--- config.mk ---
export PLATFORM = sky130hd
export DESIGN_NAME = aes_round_ctrl
export DESIGN_NICKNAME = d
export VERILOG_FILES = /design/src/rtl/aes_round_ctrl.sv
export SDC_FILE = /design/constraint.sdc
export NUM_CORES = 1
export LEC_CHECK = 0
export BUFFER_PORTS_ARGS = -buffer_cell sky130_fd_sc_hd__buf_2
export CELL_PAD_IN_SITES_DETAIL_PLACEMENT = 0
export CELL_PAD_IN_SITES_GLOBAL_PLACEMENT = 1
export CORE_UTILIZATION = 25
export CTS_CLUSTER_SIZE = 14
export DETAILED_ROUTE_END_ITERATION = 8
export GPL_TIMING_DRIVEN = 0
export PLACE_DENSITY_LB_ADDON = 0.1
export SLEW_MARGIN = 20
export SYNTH_ARGS = -nofsm -noshare
export SYNTH_HDL_FRONTEND = slang
export SYNTH_SLANG_ARGS = --single-unit
--- constraint.sdc ---
create_clock -name clk -period 3.05 [get_ports clk]
set_input_delay 0.4575 -clock clk [delete_from_list [all_inputs] [get_ports clk]]
set_output_delay 0.4575 -clock clk [all_outputs]
set_load 0.005 [all_outputs]
--- src/rtl/aes_round_ctrl.sv ---
// Round sequencer for an iterative AES-128/192/256 datapath: walks INIT,
// NR-1 full rounds and the final round, emitting round index, rcon and stage enables.
module aes_round_ctrl #(
  parameter int NR = 10
) (
  input  logic       clk,
  input  logic       reset,
  input  logic       start,
  input  logic       hold,
  output logic       busy,
  output logic       load_en,
  output logic       round_en,
  output logic       mix_en,
  output logic [3:0] round,
  output logic [7:0] rcon,
  output logic       done,
  output logic [2:0] dbg_state
);

  // start is a request level sampled only in IDLE; hold is a level that freezes
  // sequencing in INIT/ROUND/FINAL. Neither has a ready/acknowledge: the block
  // signals acceptance by raising busy the cycle after start is sampled.
  typedef enum logic [2:0] {
    S_IDLE  = 3'd0,
    S_INIT  = 3'd1,
    S_ROUND = 3'd2,
    S_FINAL = 3'd3,
    S_DONE  = 3'd4
  } state_e;

  localparam logic [3:0] LAST_FULL = 4'(NR - 1);

  state_e     state_q, state_d;
  logic [3:0] round_q, round_d;
  logic [7:0] rcon_q, rcon_d;

  function automatic logic [7:0] xtime(input logic [7:0] x);
    xtime = {x[6:0], 1'b0} ^ (x[7] ? 8'h1b : 8'h00);
  endfunction

  always_ff @(posedge clk or posedge reset) begin
    if (reset) begin
      state_q <= S_IDLE;
      round_q <= 4'd0;
      rcon_q  <= 8'h00;
    end else begin
      state_q <= state_d;
      round_q <= round_d;
      rcon_q  <= rcon_d;
    end
  end

  always_comb begin
    state_d  = state_q;
    round_d  = round_q;
    rcon_d   = rcon_q;
    busy     = 1'b0;
    load_en  = 1'b0;
    round_en = 1'b0;
    mix_en   = 1'b0;
    done     = 1'b0;
    case (state_q)
      S_IDLE: begin
        if (start) begin
          state_d = S_INIT;
          round_d = 4'd0;
          rcon_d  = 8'h00;
        end
      end
      S_INIT: begin
        busy = 1'b1;
        if (!hold) begin
          load_en = 1'b1;
          state_d = S_ROUND;
          round_d = 4'd1;
          rcon_d  = 8'h01;
        end
      end
      S_ROUND: begin
        busy = 1'b1;
        if (!hold) begin
          round_en = 1'b1;
          mix_en   = 1'b1;
          round_d  = round_q + 4'd1;
          rcon_d   = xtime(rcon_q);
          if (round_q == LAST_FULL) begin
            state_d = S_FINAL;
          end
        end
      end
      S_FINAL: begin
        busy = 1'b1;
        if (!hold) begin
          round_en = 1'b1;
          state_d  = S_DONE;
        end
      end
      S_DONE: begin
        // round/rcon stay visible alongside done, then clear so IDLE reads all-zero
        done    = 1'b1;
        state_d = S_IDLE;
        round_d = 4'd0;
        rcon_d  = 8'h00;
      end
      default: begin
        state_d = S_IDLE;
        round_d = 4'd0;
        rcon_d  = 8'h00;
      end
    endcase
  end

  assign round     = round_q;
  assign rcon      = rcon_q;
  assign dbg_state = state_q;

endmodule

==> metrics.json, run 1 <==
{
  "yosysSeqAreaShare": 0.448,
  "clock_tree.htree_level_count": 1,
  "max_freq_ghz": 0.434,
  "result_of_the_run": "finished, final reports clean",
  "irDropWorstVdd_mv": 0.288,
  "cellInternalPower_uw": 516,
  "worst_hold_margin_ns": 0.208,
  "nets": 117,
  "grt_start_max_net_pins": 16,
  "cp.required_ns": 2.59,
  "endpoint_kind": "primary output",
  "share_of_post_route_cells_with_drive_strength_above_1": 0.364,
  "powerDensity_nw_per_um2": 839,
  "tmin_final_ns": 2.30,
  "syn_inst": 83,
  "cts_setup_buffers": 0,
  "post-place-cells": 150,
  "holdBufCountCts": 0,
  "clk_lat_worst_skew_ns": 0.30,
  "report.final.hold_viol_count": 0,
  "cp_data_arrival_time_ns": 1.85,
  "max_cap_viol_count": 0,
  "cts.reportedPaths.clkPinSlew_ns": 0.10,
  "worstPathMaxFanout": 10,
  "max-slew-margin-rel": 0.588,
  "detail_route.drc_violations": 0,
  "fin_skew_ns": 0.0108,
  "worst-setup-path-type": "register to primary output",
  "first_global_vias": 650,
  "ant_nets": 0,
  "grt_first_pass_wirelength_um": 3340,
  "drt_first_iter_violations": 13,
  "synthToLayoutAreaGrowth_pct": 23.6,
  "swShare": 0.406,
  "synth.lib_cells_used.distinct": 29,
  "worst_hold_path_type": "input pin to asynchronous set/reset pin",
  "cts.root.buffer_cell": "sky130_fd_sc_hd__clkbuf_4",
  "leakage_nw": 0.514,
  "die_width_um": 59.9,
  "core-area_um2": 3100,
  "combinationalPowerShare": 0.515,
  "design.die.area_um2": 3580,
  "antenna_cells_inserted": 0,
  "estimated_wirelength_of_the_detail_placed_design_um": 1410,
  "drt_wl_total_um": 2020,
  "cts_made_buffers": 3,
  "final_core_util": 0.333,
  "grt.overflow.total": 0,
  "grt_setup_unrepaired": "no",
  "mean_instance_size_in_the_synthesized_netlist_um2": 10.1,
  "syn-num-nets": 89,
  "routedWlPerCell_um": 13.1,
  "tightestPinTransition_ns": 0.616,
  "die-height_um": 59.9,
  "cts_tree": "done",
  "drv_slew": 0,
  "antenna_found_initial": 0,
  "share_seq_of_total_power": 0.346,
  "firstDrtPassIters": 4,
  "finish.cell_count_without_fillers": 154,
  "grt.total_usage": 0.133,
  "gp_routability_congestion": 0.680,
  "clkSinkCount": 15,
  "maximum_root_to_sink_buffer_count": 2,
  "boundaryPins": 24,
  "via_count": 683,
  "number_of_resized_instances_in_the_post_cts_repair_step": 0,
  "final.setup.tns_ns": 0,
  "synth.yosys.warnings": 0,
  "syn-cell-area_um2": 837,
  "synth-seq-cells": 15,
  "clock_power_share": 0.139,
  "finalCritPeriodShare": 0.756,
  "worst_setup_start_kind": "register",
  "setup_failing_eps_final": 0,
  "post_drt_via_cell_ratio": 4.44,
  "power.switching_uw": 353,
  "initial_utilization": 0.270,
  "numPortBuffers": 23,
  "placementRows": 20
}
-- critical path, cell delays in order, from the launching register on --
cell and delay (ns):
sky130_fd_sc_hd__dfrtp_1 0.40, sky130_fd_sc_hd__buf_2 0.18, sky130_fd_sc_hd__or3b_2 0.46, sky130_fd_sc_hd__clkbuf_1 0.22, sky130_fd_sc_hd__nor2_1 0.16, sky130_fd_sc_hd__buf_2 0.13
-- cells in the final DEF, fill, tap and decap left out, drive strengths merged --
master	synthesis	routed
buf	2	25
dfrtp	15	15
nor2	10	10
inv	8	8
mux2	7	7
nor3	5	5
clkbuf	2	5
xnor2	4	4
nand2	4	4
mux2i	3	3
a21oi	3	3
or3	3	3
and2	2	2
nand3	2	2
ha	2	2
nor2b	2	2
or3b	1	1
o21a	1	1
nor3b	1	1
nand4	1	1
a211oi	1	1
a31oi	1	1
o21ai	1	1
o41ai	1	1
a21o	1	1
clkinv	0	1
-- power by group through the flow --
stage / combinational, mW / clock (mW) / sequential (mW)
finish: 0.447 / 0.121 / 0.300
CTS: 0.455 / 0.134 / 0.302
global route: 0.499 / 0.142 / 0.310
global placement: 0.449 / 0 / 0.304
floorplan: 0.315 / 0 / 0.297
detailed placement: 0.453 / 0 / 0.307
-- sequential cells by signal, summed over array words and instances, names as in the netlist --
register,cells
dbg_state,3
rcon,8
round,4
-- cells by family (layout without fill, tap and decap cells) --
family	Yosys count	count (layout)	synth area share
buffers and inverters	12	39	0.0643
XOR/XNOR	4	4	0.0418
multiplexers	10	10	0.152
adder cells (fa/ha/maj)	2	2	0.0299
AO/OA/AOI/OAI	9	9	0.0703
flip-flops	15	15	0.448
AND/OR/NAND/NOR	31	31	0.193
-- routing by layer --
| layer | track usage | vias to the layer above | routed length (µm) |
|---|---|---|---|
| met5 | 0 | - | 0 |
| li1 | - | 332 | - |
| met3 | 0.0455 | 2 | 115 |
| met4 | 0.0399 | 0 | 21 |
| met2 | 0.206 | 18 | 951 |
| met1 | 0.173 | 331 | 926 |
-- final cells by class --
type	instances	area [µm²]
clock inverters	1	5.00
plain buffers	4	23.8
fillers	351	2070
clock buffers	3	22.5
inverters	8	30.0
well taps	44	55.1
repair buffers	23	115
multi-input cells	56	408
flip-flops and latches	15	375
-- synth_stat cells (all sizes together) --
cell,instances,share of area
a211oi,1,0.0090
a21o,1,0.010
a21oi,3,0.018
a31oi,1,0.0075
and2,2,0.015
buf,2,0.019
clkbuf,2,0.0090
dfrtp,15,0.45
ha,2,0.030
inv,8,0.036
mux2,7,0.12
mux2i,3,0.036
nand2,4,0.018
nand3,2,0.012
nand4,1,0.0075
nor2,10,0.045
nor2b,2,0.018
nor3,5,0.030
nor3b,1,0.0090
o21a,1,0.0090
o21ai,1,0.0060
o41ai,1,0.010
or3,3,0.028
or3b,1,0.010
xnor2,4,0.042
-- worst paths after layout --
| path | startpoint | end | slack (ns) | cells after the start |
|---|---|---|---|---|
| worst min register to register | rcon[5] | rcon[5] | 0.55 | 2 |
| worst max-delay path | dbg_state[0] | mix_en | 0.75 | 5 |
| worst min-delay path | reset | rcon[6] | 0.21 | 2 |
| max in group asynchronous | reset | rcon[1] | 2.44 | 2 |
| worst max register to register | dbg_state[1] | rcon[4] | 1.22 | 5 |
| min in group clk | start | dbg_state[0] | 0.51 | 3 |
-- metrics by stage --
step,power (mW),cell area (µm²),setup slack (ns)
floorplan,0.612,837,1.29
global placement,0.753,1010,1.06
detailed placement,0.759,1010,1.05
CTS,0.891,1030,0.691
global route,0.951,1030,0.628
finish,0.869,1030,0.746
(Power assumes the default switching activity.)
==> run 2: changes to the inputs <==
--- a/config.mk
+++ b/config.mk
@@ -5,6 +5,7 @@
 export SDC_FILE = /design/constraint.sdc
 export NUM_CORES = 1
 export LEC_CHECK = 0
+export ABC_AREA = 1
 export BUFFER_PORTS_ARGS = -buffer_cell sky130_fd_sc_hd__buf_2
 export CELL_PAD_IN_SITES_DETAIL_PLACEMENT = 0
 export CELL_PAD_IN_SITES_GLOBAL_PLACEMENT = 1
==> constraint.sdc (replaced) <==
create_clock -name clk -period 2.3 [get_ports clk]
set_input_delay 0.345 -clock clk [delete_from_list [all_inputs] [get_ports clk]]
set_output_delay 0.345 -clock clk [all_outputs]
set_load 0.005 [all_outputs]
==> run 2 against run 1 <==
Net effect: via count increased by 25%; critical path depth is the same; combinational power increased by 94%; first-iteration DRC count rose by 140%; sequential share of layout area is 5.5 points lower; area after synthesis up 20%; sequential cell count did not move.
==> metrics.json, run 2 <==
{
  "multi_input_combinational_cell_area_um2": 524,
  "share_of_post_route_cells_with_drive_strength_above_1": 0.416,
  "syn-cell-area_um2": 1010,
  "worst_r2r_startpoint": "dbg_state[1]",
  "tmin_final_ns": 1.81,
  "drv_slew": 0,
  "antenna_found_initial": 0,
  "worst-setup-path-type": "register to primary output",
  "synth_commonest_cells": "sky130_fd_sc_hd__nand2_2, sky130_fd_sc_hd__nor2_1, sky130_fd_sc_hd__nand2_1",
  "cts_made_buffers": 3,
  "firstDrtPassIters": 4,
  "crit_path_max_incr_delay_ns": 0.48,
  "tightestPinTransition_ns": 0.651,
  "max-slew-margin-rel": 0.566,
  "grt.total_usage": 0.125,
  "worst-path-stages": 5,
  "syn_inst": 128,
  "design.die.area_um2": 4280,
  "fin_skew_ns": 0.00370,
  "grt_first_pass_wirelength_um": 4010,
  "post-place-cells": 198,
  "cts_tree": "done",
  "finish.cell_count_without_fillers": 202,
  "placementRows": 22,
  "report.final.hold_viol_count": 0,
  "irDropWorstVdd_mv": 0.485,
  "mean_instance_size_in_the_synthesized_netlist_um2": 7.86,
  "synth-seq-cells": 15,
  "detail_route.drc_violations": 0,
  "max_cap_viol_count": 0,
  "clkSinkCount": 15,
  "async_flop_share": 1.00,
  "timing.critical_path.cells": "nor2_4, nand2_2, buf_2, nor2_1, buf_2",
  "antenna_cells_inserted": 0,
  "maximum_root_to_sink_buffer_count": 2,
  "nets": 161,
  "grt_setup_unrepaired": "no",
  "estimated_wirelength_of_the_detail_placed_design_um": 1690,
  "endpoint_kind": "primary output",
  "startpoint": "dbg_state[0]",
  "synth.lib_cells_used.distinct": 23,
  "synth.yosys.warnings": 0,
  "worst_r2r_path_depth": 7,
  "timing.critical_path.to": "mix_en",
  "number_of_enable_type_register_cells_in_the_synthesized_netlist": 0,
  "yosysSeqAreaShare": 0.373,
  "largest_reg_flops": 8,
  "synthToLayoutAreaGrowth_pct": 21.4,
  "boundaryPins": 24,
  "timing.critical_path.max_delay_family": "flip-flops",
  "result_of_the_run": "finished, final reports clean",
  "drt_wl_total_um": 2340,
  "synth-compound-area-share": 0.00995,
  "yosys.cell_count.top_type": "sky130_fd_sc_hd__nand2_2",
  "final.setup.tns_ns": 0,
  "post_drt_via_cell_ratio": 4.24,
  "synthFlopType": "sky130_fd_sc_hd__dfrtp_1",
  "clock_tree.htree_level_count": 1,
  "cts.reportedPaths.clkPinSlew_ns": 0.07,
  "finalCritPeriodShare": 0.787,
  "routedWlPerCell_um": 11.6,
  "critical_path.slowest_cell": "sky130_fd_sc_hd__dfrtp_1",
  "post_synth_xor_area_fraction": 0.0348,
  "ant_nets": 0,
  "synth.top_cells.by_area": "sky130_fd_sc_hd__dfrtp_1, sky130_fd_sc_hd__nand2_2, sky130_fd_sc_hd__nor2_1",
  "grt_start_max_net_pins": 16,
  "clk_lat_worst_skew_ns": 0.25,
  "layout.cells.most_common_list": "sky130_fd_sc_hd__nand2_2, sky130_fd_sc_hd__buf_2, sky130_fd_sc_hd__nor2_1",
  "syn-num-nets": 134,
  "synth.area.mux_share": 0,
  "layout.area.seq_um2": 375,
  "worstPathMaxFanout": 10,
  "first_global_vias": 830,
  "powerDensity_nw_per_um2": 1240,
  "holdBufCountCts": 0,
  "setup_failing_eps_final": 0,
  "filler_cell_count": 409,
  "timing.critical_path.mode_cell": "sky130_fd_sc_hd__buf_2",
  "worst_hold_path_type": "input pin to asynchronous set/reset pin",
  "worst_r2r_endpoint": "round[2]",
  "gp_routability_congestion": 0.713,
  "leakage_nw": 0.658,
  "die-height_um": 65.4,
  "setup_slack_of_the_most_critical_reg_to_reg_path_ns": 0.92,
  "numPortBuffers": 22,
  "die_width_um": 65.4,
  "largest_family_of_logic_cells_by_synthesized_area": "simple AND/OR/NAND/NOR gates",
  "worst_setup_start_kind": "register",
  "synth_adder_area_share": 0.0249,
  "initial_utilization": 0.267,
  "number_of_resized_instances_in_the_post_cts_repair_step": 0,
  "cts_setup_buffers": 0,
  "path_buf_inv": 2,
  "synth-simple-area-share": 0.451,
  "netlist.area_leader.share": 0.373,
  "grt.overflow.total": 0,
  "max_freq_ghz": 0.553,
  "cp_data_arrival_time_ns": 1.46,
  "top_cell_type_by_total_area_after_synthesis": "sky130_fd_sc_hd__dfrtp_1",
  "cp.required_ns": 1.96,
  "core-area_um2": 3770,
  "via_count": 857,
  "cts.root.buffer_cell": "sky130_fd_sc_hd__clkbuf_8",
  "drt_first_iter_violations": 31
}
[run 2: changes by cell type after synthesis, sizes merged, moves of 4 or more]
cell   before  now
inv         8   12
mux2        7    0
nand2       4   43
nand3       2   18
nor2       10   23
nor3        5    1
[run 2: cell type report]
class,instances,area share
Clock buffer,4,0.0369
Sequential cell,15,0.307
Multi-Input combinational cell,94,0.429
Inverter,13,0.0441
Buffer,6,0.0430
Timing Repair Buffer,22,0.0902
Tap cell,48,0.0492
[run 2: how the worst min path moves through the flow]
| stage | slack, ns | to | startpoint |
|---|---|---|---|
| 3_5_place_dp | 0.47 | rcon[5] | reset |
| 6_report | 0.17 | rcon[6] | reset |
| 2_1_floorplan | 0.25 | dbg_state[0] | reset |
| 5_1_grt | 0.22 | round[1] | reset |
| 3_3_place_gp | 0.45 | round[1] | reset |
| 4_1_cts | 0.20 | round[1] | reset |
[run 2: report_power, final]
part / switching [mW] / internal (mW) / total, mW
registers: 0.103 / 0.323 / 0.427
logic: 0.513 / 0.351 / 0.865
clock network: 0.105 / 0.123 / 0.228
total: 0.722 / 0.798 / 1.52
[run 2: worst reg2reg max path, delay by kind of cell, from the launching register on]
family / cells / cell delay [ns]
buffers and inverters: 2 / 0.23
flip-flops: 1 / 0.49
AND/OR/NAND/NOR: 5 / 0.55
[run 2: kinds of logic (layout without fill, tap and decap cells)]
group	count (synthesis)	count (layout)
fa+ha+maj	2	2
simple gates	87	87
xor+xnor	4	4
compound gates	1	1
buf+inv	19	45
flops	15	15
[run 2: metal layers]
metal	routed length (µm)	global-route usage
met5	0	0
met4	44	0.0571
met3	90	0.0226
met2	1010	0.189
met1	1200	0.170
[run 2: stage by stage]
stage	utilization	power, mW	area (µm²)	hold slack [ns]	setup slack, ns
finish	0.324	1.52	1220	0.167	0.491
global placement	0.312	1.32	1180	0.453	0.749
CTS	0.324	1.55	1220	0.198	0.466
detailed placement	0.312	1.31	1180	0.474	0.747
global route	0.324	1.66	1220	0.220	0.379
floorplan	-	1.07	1010	0.246	0.950
